<file path="config.mk">
export PLATFORM = sky130hd
export DESIGN_NAME = systolic_feeder
export DESIGN_NICKNAME = d
export VERILOG_FILES = /design/src/rtl/systolic_feeder.sv
export SDC_FILE = /design/constraint.sdc
export NUM_CORES = 1
export LEC_CHECK = 0
export ABC_AREA = 1
export CAP_MARGIN = 20
export CORE_ASPECT_RATIO = 0.7
export CORE_MARGIN = 2
export CORE_UTILIZATION = 58
export DETAILED_ROUTE_END_ITERATION = 8
export PLACE_DENSITY = 0.91
export SYNTH_ARGS = -nofsm -noshare
export SYNTH_HDL_FRONTEND = slang
export SYNTH_SLANG_ARGS = --single-unit
</file>
<file path="constraint.sdc">
create_clock -name clk -period 3.58 [get_ports clk]
set_input_delay 0.358 -clock clk [delete_from_list [all_inputs] [get_ports clk]]
set_output_delay 0.358 -clock clk [all_outputs]
set_load 0.01 [all_outputs]
</file>
<file path="src/rtl/systolic_feeder.sv">
// Purpose : buffers one A tile (by column) and one W tile (by row) and replays
//           them as diagonally skewed operand streams into a ROW_A x COL_W array.
// Latency : start sampled at edge 0 -> CLEAR cycle 1, FEED 2..F+1, DRAIN PE_LAT,
//           DONE 1 cycle, DELOAD COL_W cycles with done on the last.
// Backpressure: none; runs to completion once started. start and tile writes are
//           dropped while busy.
// Ports   : clk, reset (async active-low); a_wr_*/w_wr_* tile write ports;
//           start; a_in/w_in skewed streams; reset_sys, compute_done, deload_out
//           array controls; busy, done run status. All outputs are registered.
module systolic_feeder #(
   parameter int DATA_WIDTH   = 8,
   parameter int WEIGHT_WIDTH = 8,
   parameter int ROW_A        = 4,
   parameter int COL_W        = 4,
   parameter int K_DIM        = 4,
   parameter int PE_LAT       = 1
) (
   input  logic                                          clk,
   input  logic                                          reset,
   input  logic                                          a_wr_en,
   input  logic [$clog2(K_DIM > 1 ? K_DIM : 2)-1:0]      a_wr_addr,
   input  logic [DATA_WIDTH*ROW_A-1:0]                   a_wr_data,
   input  logic                                          w_wr_en,
   input  logic [$clog2(K_DIM > 1 ? K_DIM : 2)-1:0]      w_wr_addr,
   input  logic [WEIGHT_WIDTH*COL_W-1:0]                 w_wr_data,
   input  logic                                          start,
   output logic [DATA_WIDTH*ROW_A-1:0]                   a_in,
   output logic [WEIGHT_WIDTH*COL_W-1:0]                 w_in,
   output logic                                          reset_sys,
   output logic                                          compute_done,
   output logic                                          deload_out,
   output logic                                          busy,
   output logic                                          done
);

   localparam int F  = K_DIM + ROW_A + COL_W - 2;
   localparam int AW = $clog2(K_DIM > 1 ? K_DIM : 2);
   // One counter serves FEED, DRAIN and DELOAD; it must also be wide enough to
   // hold every lane index and K_DIM so the skew compares never wrap.
   localparam int CW = $clog2(F + PE_LAT + COL_W + 1);

   typedef enum logic [2:0] {IDLE, CLEAR, FEED, DRAIN, DONE, DELOAD} state_t;

   state_t                          state, nxt_st;
   logic [CW-1:0]                   cnt, nxt_cnt;
   logic [DATA_WIDTH*ROW_A-1:0]     a_buf [K_DIM];   // a_buf[k] = column k of A
   logic [WEIGHT_WIDTH*COL_W-1:0]   w_buf [K_DIM];   // w_buf[k] = row k of W
   logic [DATA_WIDTH*ROW_A-1:0]     a_nxt;
   logic [WEIGHT_WIDTH*COL_W-1:0]   w_nxt;

   // Tile buffers: written only while idle, cleared by reset, otherwise kept
   // across runs so a repeated start recomputes the same tile.
   always_ff @(posedge clk or negedge reset) begin
      if (!reset) begin
         for (int k = 0; k < K_DIM; k++) begin
            a_buf[k] <= '0;
            w_buf[k] <= '0;
         end
      end else if (!busy) begin
         for (int k = 0; k < K_DIM; k++) begin
            if (a_wr_en && a_wr_addr == AW'(k)) a_buf[k] <= a_wr_data;
            if (w_wr_en && w_wr_addr == AW'(k)) w_buf[k] <= w_wr_data;
         end
      end
   end

   always_ff @(posedge clk or negedge reset) begin
      if (!reset) begin
         state <= IDLE;
         cnt   <= '0;
      end else begin
         state <= nxt_st;
         cnt   <= nxt_cnt;
      end
   end

   always_comb begin
      nxt_st  = state;
      nxt_cnt = cnt;
      case (state)
         IDLE: begin
            if (start) begin
               nxt_st  = CLEAR;
               nxt_cnt = '0;
            end
         end
         CLEAR: begin
            nxt_st  = FEED;
            nxt_cnt = '0;
         end
         FEED: begin
            if (cnt == CW'(F - 1)) begin
               nxt_st  = (PE_LAT > 0) ? DRAIN : DONE;
               nxt_cnt = '0;
            end else begin
               nxt_cnt = cnt + CW'(1);
            end
         end
         DRAIN: begin
            if (cnt == CW'(PE_LAT - 1)) begin
               nxt_st  = DONE;
               nxt_cnt = '0;
            end else begin
               nxt_cnt = cnt + CW'(1);
            end
         end
         DONE: begin
            nxt_st  = DELOAD;
            nxt_cnt = '0;
         end
         DELOAD: begin
            if (cnt == CW'(COL_W - 1)) begin
               nxt_st  = IDLE;
               nxt_cnt = '0;
            end else begin
               nxt_cnt = cnt + CW'(1);
            end
         end
         default: begin
            nxt_st  = IDLE;
            nxt_cnt = '0;
         end
      endcase
   end

   // Skewed operands for the cycle being entered. Lane j lags the wavefront by
   // j cycles; the >= test guards the unsigned subtraction against wrap-around.
   always_comb begin
      a_nxt = '0;
      w_nxt = '0;
      if (nxt_st == FEED) begin
         for (int j = 0; j < ROW_A; j++) begin
            if (nxt_cnt >= CW'(j) && (nxt_cnt - CW'(j)) < CW'(K_DIM))
               a_nxt[j*DATA_WIDTH +: DATA_WIDTH] =
                  a_buf[AW'(nxt_cnt - CW'(j))][j*DATA_WIDTH +: DATA_WIDTH];
         end
         for (int c = 0; c < COL_W; c++) begin
            if (nxt_cnt >= CW'(c) && (nxt_cnt - CW'(c)) < CW'(K_DIM))
               w_nxt[c*WEIGHT_WIDTH +: WEIGHT_WIDTH] =
                  w_buf[AW'(nxt_cnt - CW'(c))][c*WEIGHT_WIDTH +: WEIGHT_WIDTH];
         end
      end
   end

   // Outputs are registered from the next state so they line up with it.
   always_ff @(posedge clk or negedge reset) begin
      if (!reset) begin
         a_in         <= '0;
         w_in         <= '0;
         reset_sys    <= 1'b0;
         compute_done <= 1'b0;
         deload_out   <= 1'b0;
         busy         <= 1'b0;
         done         <= 1'b0;
      end else begin
         a_in         <= a_nxt;
         w_in         <= w_nxt;
         reset_sys    <= (nxt_st == CLEAR);
         compute_done <= (nxt_st == DONE);
         deload_out   <= (nxt_st == DELOAD);
         busy         <= (nxt_st != IDLE);
         done         <= (nxt_st == DELOAD) && (nxt_cnt == CW'(COL_W - 1));
      end
   end

endmodule

</file>
==> impl_metrics.ini, run 1 <==
[status]
outcome = finished clean

[floorplan]
die_x_um = 195.9
rows = 49
start_util_pct = 58.65
die-area_sq_um = 27110
die_h_um = 138.4
coreArea_sq_um = 25500
ioPinCount = 142

[synthesis]
synth-edff-count = 0
ys_types = 28
synth_area_leader_cell = dfrtp_1
synth_nets = 1899
synth_area_sq_um = 14960
synth_async_sr_flop_share_pct = 100.0
synth_most_common_cell = nand2_1
yosysWarnings = 0
synth_top_cells_by_area = dfrtp_1, nand2_1, o21ai_0, inv_1, nand3_1
ys_seq_area_share_pct = 55.54
ys_seq_elements = 332
synth_top_cell_area_share_pct = 55.54
synth_common_cells = nand2_1, dfrtp_1, o21ai_0
synth_ff_type = dfrtp_1
syn_inst = 1818
synth_area_per_cell_sq_um = 8.228

[global_route]
track_usage_pct = 28.66
gr-total-overflow = 0
grt_max_degree = 117
first_global_vias = 12510
antenna_found_initial = 0
grt_pass1_wl_um = 62990

[power_and_ir_drop]
internal_power_mw = 9.384
p_leak_nw = 8.900
combPwrFrac_pct = 41.0
sw_frac_of_total_pct = 39.96
switchingPower_mw = 6.246
irDropWorstVdd_mv = 0.6511
p_per_area_nw_per_um2 = 884.6
clockPowerShare_pct = 21.3
pwr-share-seq_pct = 37.7

[routing]
via_count = 12750
met2_length_um = 17990
drt_pass1_iterations = 6
wl_um = 38390
m1WireLength_um = 16070
first_iter_violations = 1297
drtAntennaViolNets = 0
wl_met3_um = 3353
routed_via_density = 5.626
drc = 0
top_layer = met4
post_drt_wl_per_cell_um = 16.94

[clock_tree]
cts_hold_buf = 1
h-tree-depth = 1
cts-root-buf = clkbuf_16
cts_inserted_buffers = 30
clkSinkCount = 332
post_cts_buffers = 0
cts.clk_slew.worst_paths_ns = 0.06
clkLatencyLatePin_ns = 0.56
tritoncts = built
clk_path_buf_depth = 3
cts_resized = 0

[sta]
rsz0062_at_grt = false
finalWorstSetupSlack_ns = 0.5396
fin_skew_ns = 0.01127
fin_crit_ns = 3.040
slew_violations = 0
max_freq_mhz = 328.9
fin_setup_tns_ns = 0
relSlewSlack_pct = 28.02
hold_viol_final = 0
final.period_utilization_pct = 84.93
setup_viol = 0
worst_pin_slew_ns = 1.080

[setup_path]
r2r_cells = 11
cpPeakStageDelay_ns = 0.77
r2r_slack_ns = 0.54
cp.required_ns = 4.05
cp-start-kind = flip-flop
cp_slowest_cell = buf_4
critical_path_class = reg2reg
cp-end-kind = flip-flop
rr_startpoint = cnt[0]
cp_data_arrival_time_ns = 3.51
worstPathCellList = inv_1 -> ha_1 -> nand3_2 -> nand3_1 -> nand2_1 -> clkinv_2 -> buf_4 -> nand3_1 -> nand4_1 -> nand2_1 -> nor2_1
r2r_end = a_in[17]
path_max_fanout = 97

[worst_hold_path]
min_path_type = in2async

[place]
hpwl_um = 23110
detailedPlace.worstSlack_ns = 0.5537
port_buffers = 141
place.gp.congestion = 0.8759

[layout]
final_nets = 1993
area_growth_pct = 18.13
diodes = 0
drive_above_1_share_pct = 5.065

[run]
cap_violations = 0
## worst max path at each step
stage / start / end / slack [ns]
after CTS: cnt[0] / a_in[17] / 0.58
after global placement: start / a_in[16] / 0.74
after floorplan: cnt[1] / w_in[10] / 0.91
final: cnt[0] / a_in[17] / 0.54
after detailed placement: start / w_in[17] / 0.55
after global routing: cnt[0] / w_in[16] / 0.31
## cells by family (layout without fill, tap and decap cells)
| logic type | count (synthesis) | after routing | synth area share [%] |
|---|---|---|---|
| adder cells (fa/ha/maj) | 8 | 8 | 0.6692 |
| AO/OA/AOI/OAI | 294 | 294 | 10.20 |
| flip-flops | 332 | 332 | 55.54 |
| AND/OR/NAND/NOR | 845 | 845 | 24.73 |
| buffers and inverters | 338 | 455 | 8.800 |
| XOR/XNOR | 1 | 1 | 0.05856 |
## flip-flops by register name, summed over array words and instances, names as in the netlist
signal,flops
a_buf,128
done,1
w_in,32
reset_sys,1
cnt,4
w_buf,128
state,3
compute_done,1
a_in,32
busy,1
deload_out,1
## layer usage
metal,up-vias,GRT usage (%)
met5,-,0
met4,0,8.931
met3,89,4.562
met2,618,46.43
met1,6129,40.24
li1,5913,-
## through the flow
step	instances	hold WS (ns)	utilization [%]	cell area (sq um)	power, mW
2_1_floorplan	1818	0.06241	-	14960	10.27
3_5_place_dp	2210	0.4638	65.26	16640	12.12
6_report	2266	0.4215	69.28	17670	15.63
5_1_grt	2266	0.4351	69.28	17670	16.77
3_3_place_gp	2210	0.4563	65.26	16640	11.78
4_1_cts	2266	0.4074	69.28	17670	15.57
## critical path: cells and delay by family, from the launching register on
family	cells	cell delay, ns
buffers and inverters	3	0.97
adders and majority gates	1	0.19
DFF	1	0.45
and+or+nand+nor	7	1.28
## power groups by stage
| stage | logic [mW] | registers [mW] | clock network, mW |
|---|---|---|---|
| 3_3_place_gp | 5.96 | 5.82 | 0 |
| 5_1_grt | 7.21 | 6.04 | 3.52 |
| 3_5_place_dp | 6.22 | 5.90 | 0 |
| 4_1_cts | 6.34 | 5.87 | 3.36 |
| 2_1_floorplan | 4.53 | 5.75 | 0 |
| 6_report | 6.41 | 5.89 | 3.33 |
## area by class of cell
class | instances | area [sq um]
Multi-Input combinational cell | 1148 | 5379
Clock inverter | 12 | 163.9
Tap cell | 331 | 414.1
Fill cell | 1871 | 7835
Clock buffer | 43 | 850.8
Sequential cell | 332 | 8308
Timing Repair Buffer | 167 | 1677
Inverter | 233 | 877.1
## cells in the final DEF (no fill, tap or decap), types with 2 or more instances in the layout
master | synthesis | routed
clkinv_2 | 1 | 9
clkbuf_1 | 70 | 9
a21oi_1 | 17 | 17
o21ai_0 | 258 | 258
o211ai_1 | 16 | 16
inv_2 | 5 | 4
inv_1 | 227 | 227
clkbuf_8 | 0 | 3
nand2_2 | 1 | 2
nand3_2 | 2 | 8
nand4_1 | 2 | 2
nor2_4 | 2 | 3
clkbuf_16 | 0 | 31
nor2_2 | 5 | 4
bufinv_16 | 0 | 4
nand2_1 | 550 | 548
buf_4 | 2 | 20
nor2_1 | 63 | 63
nand3_1 | 136 | 130
dfrtp_1 | 332 | 332
clkdlybuf4s50_1 | 0 | 140
nor3_1 | 2 | 2
nand3b_1 | 81 | 81
ha_1 | 8 | 8
buf_12 | 0 | 5
No activity file was read; power rests on OpenSTA's default activity.
==> run 2: changes to the inputs <==
clock period = 2.8 ns   (was 3.58 ns; I/O delays follow)
==> run 2 against run 1 <==
Critical endpoint is now a_in[24]. Routed wire length increased by 0.92%. Sequential power increased by 28%. Critical path type unchanged. Count of clock-buffer cells in the layout increased by 3. Fmax increased by 18%.
==> impl_metrics.ini, run 2 (synthesized netlist as in run 1, its figures left out) <==
[layout]
mostFrequentLayoutCells = nand2_1, dfrtp_1, o21ai_0
diodes = 0
area_growth_pct = 18.35
fill_cells = 1888
final_common_cell = nand2_1
multi_input_area_sq_um = 5379
stdcell_count = 2278
final_nets = 2005
ff_latch_area_sq_um = 8309
utilization_pct = 69.41
drive_above_1_share_pct = 5.547
top_regs = a_buf (128), w_buf (128)

[worst_hold_path]
min_path_type = in2reg

[power_and_ir_drop]
p_per_area_nw_per_um2 = 1112
p_leak_nw = 8.927
irDropWorstVdd_mv = 0.8349

[sta]
finalWorstSetupSlack_ns = 0.2242
fin_setup_tns_ns = 0
hold_viol_final = 0
worst_pin_slew_ns = 0.7539
max_freq_mhz = 388.2
slew_violations = 0
setup_viol = 0
rsz0062_at_grt = false
relSlewSlack_pct = 49.74
fin_skew_ns = 0.007935
final.period_utilization_pct = 91.99
fin_crit_ns = 2.576

[status]
outcome = finished clean

[setup_path]
cp-end-kind = flip-flop
cp_slowest_cell = dfrtp_2
cp_data_arrival_time_ns = 3.06
cp-start-kind = flip-flop
path_max_fanout = 16
critical_path_class = reg2reg
cpPeakStageDelay_ns = 0.43
cp.required_ns = 3.29
worstPathCellList = ha_1 -> nand3_1 -> nand3_1 -> nand2_1 -> nor2_4 -> inv_1 -> ha_1 -> inv_1 -> buf_4 -> nand3_1 -> nand2_1 -> inv_1 -> nor2_1

[clock_tree]
clkSinkCount = 332
clk_path_buf_depth = 3
h-tree-depth = 1
cts-root-buf = clkbuf_16
post_cts_buffers = 0
cts.clk_slew.worst_paths_ns = 0.06
clkLatencyLatePin_ns = 0.56
cts_inserted_buffers = 30
tritoncts = built

[routing]
drt_pass1_iterations = 5
wl_um = 38750
via_count = 12750
first_iter_violations = 1274
post_drt_wl_per_cell_um = 17.01
routed_via_density = 5.598
drtAntennaViolNets = 0
drc = 0

[run]
cap_violations = 0

[place]
place_inst = 2222
port_buffers = 141
hpwl_um = 23360
place.gp.congestion = 0.8805
detailedPlace.worstSlack_ns = 0.3343

[floorplan]
ioPinCount = 142
die_x_um = 195.9
start_util_pct = 58.65
die_h_um = 138.4
rows = 49
die-area_sq_um = 27110
coreArea_sq_um = 25500

[global_route]
gr-total-overflow = 0
grt_max_degree = 96
grt_pass1_wl_um = 63830
first_global_vias = 12520
antenna_found_initial = 1
track_usage_pct = 29.21
## run 2: area by class of cell
cell class | count | area share (%)
Multi-Input combinational cell | 1148 | 30.38
Clock buffer | 46 | 4.870
Sequential cell | 332 | 46.94
Inverter | 233 | 4.954
Clock inverter | 9 | 0.3958
Tap cell | 331 | 2.339
Timing Repair Buffer | 179 | 10.12
## run 2: metal layers
layer | global-route usage (%) | part of all wire, %
met1 | 40.50 | 42
met2 | 46.71 | 47
met3 | 6.538 | 9.6
met4 | 8.533 | 2.3
met5 | 0 | 0
## run 2: critical path: cells and delay by family (launching register included)
| family | cells | cell delay (ns) |
|---|---|---|
| buffers and inverters | 4 | 0.53 |
| flip-flops | 1 | 0.43 |
| AND/OR/NAND/NOR | 7 | 0.92 |
| adder cells (fa/ha/maj) | 2 | 0.60 |
## run 2: worst paths after layout
path	from	endpoint	slack, ns	cells past startpoint
max	cnt[0]	a_in[24]	0.22	13
min	a_wr_data[27]	a_buf[27]	0.33	3
max reg2reg	cnt[0]	a_in[24]	0.22	13
min reg2reg	a_buf[74]	a_buf[74]	0.48	2
max in group asynchronous	reset	w_in[7]	1.59	3
min in group asynchronous	reset	state[1]	0.35	2
## run 2: power by group
group / internal, mW / switching, mW / total (mW)
registers: 6.58 / 0.966 / 7.54
clock network: 2.20 / 1.76 / 3.97
logic: 3.03 / 5.14 / 8.17
## run 2: stage by stage
| stage | hold slack, ns | total power [mW] | area (sq um) |
|---|---|---|---|
| after floorplan | -0.01559 | 13.14 | 14960 |
| after global placement | 0.3620 | 15.08 | 16760 |
| after detailed placement | 0.3685 | 15.52 | 16760 |
| after CTS | 0.3199 | 19.62 | 17700 |
| after global routing | 0.3553 | 21.21 | 17700 |
| final | 0.3335 | 19.68 | 17700 |
## run 2: repair_timing
action	in CTS	in global routing
hold buffers	1	0
endpoints found under the setup margin	0	3
resized for setup	0	1
hold endpoints to repair	88	0
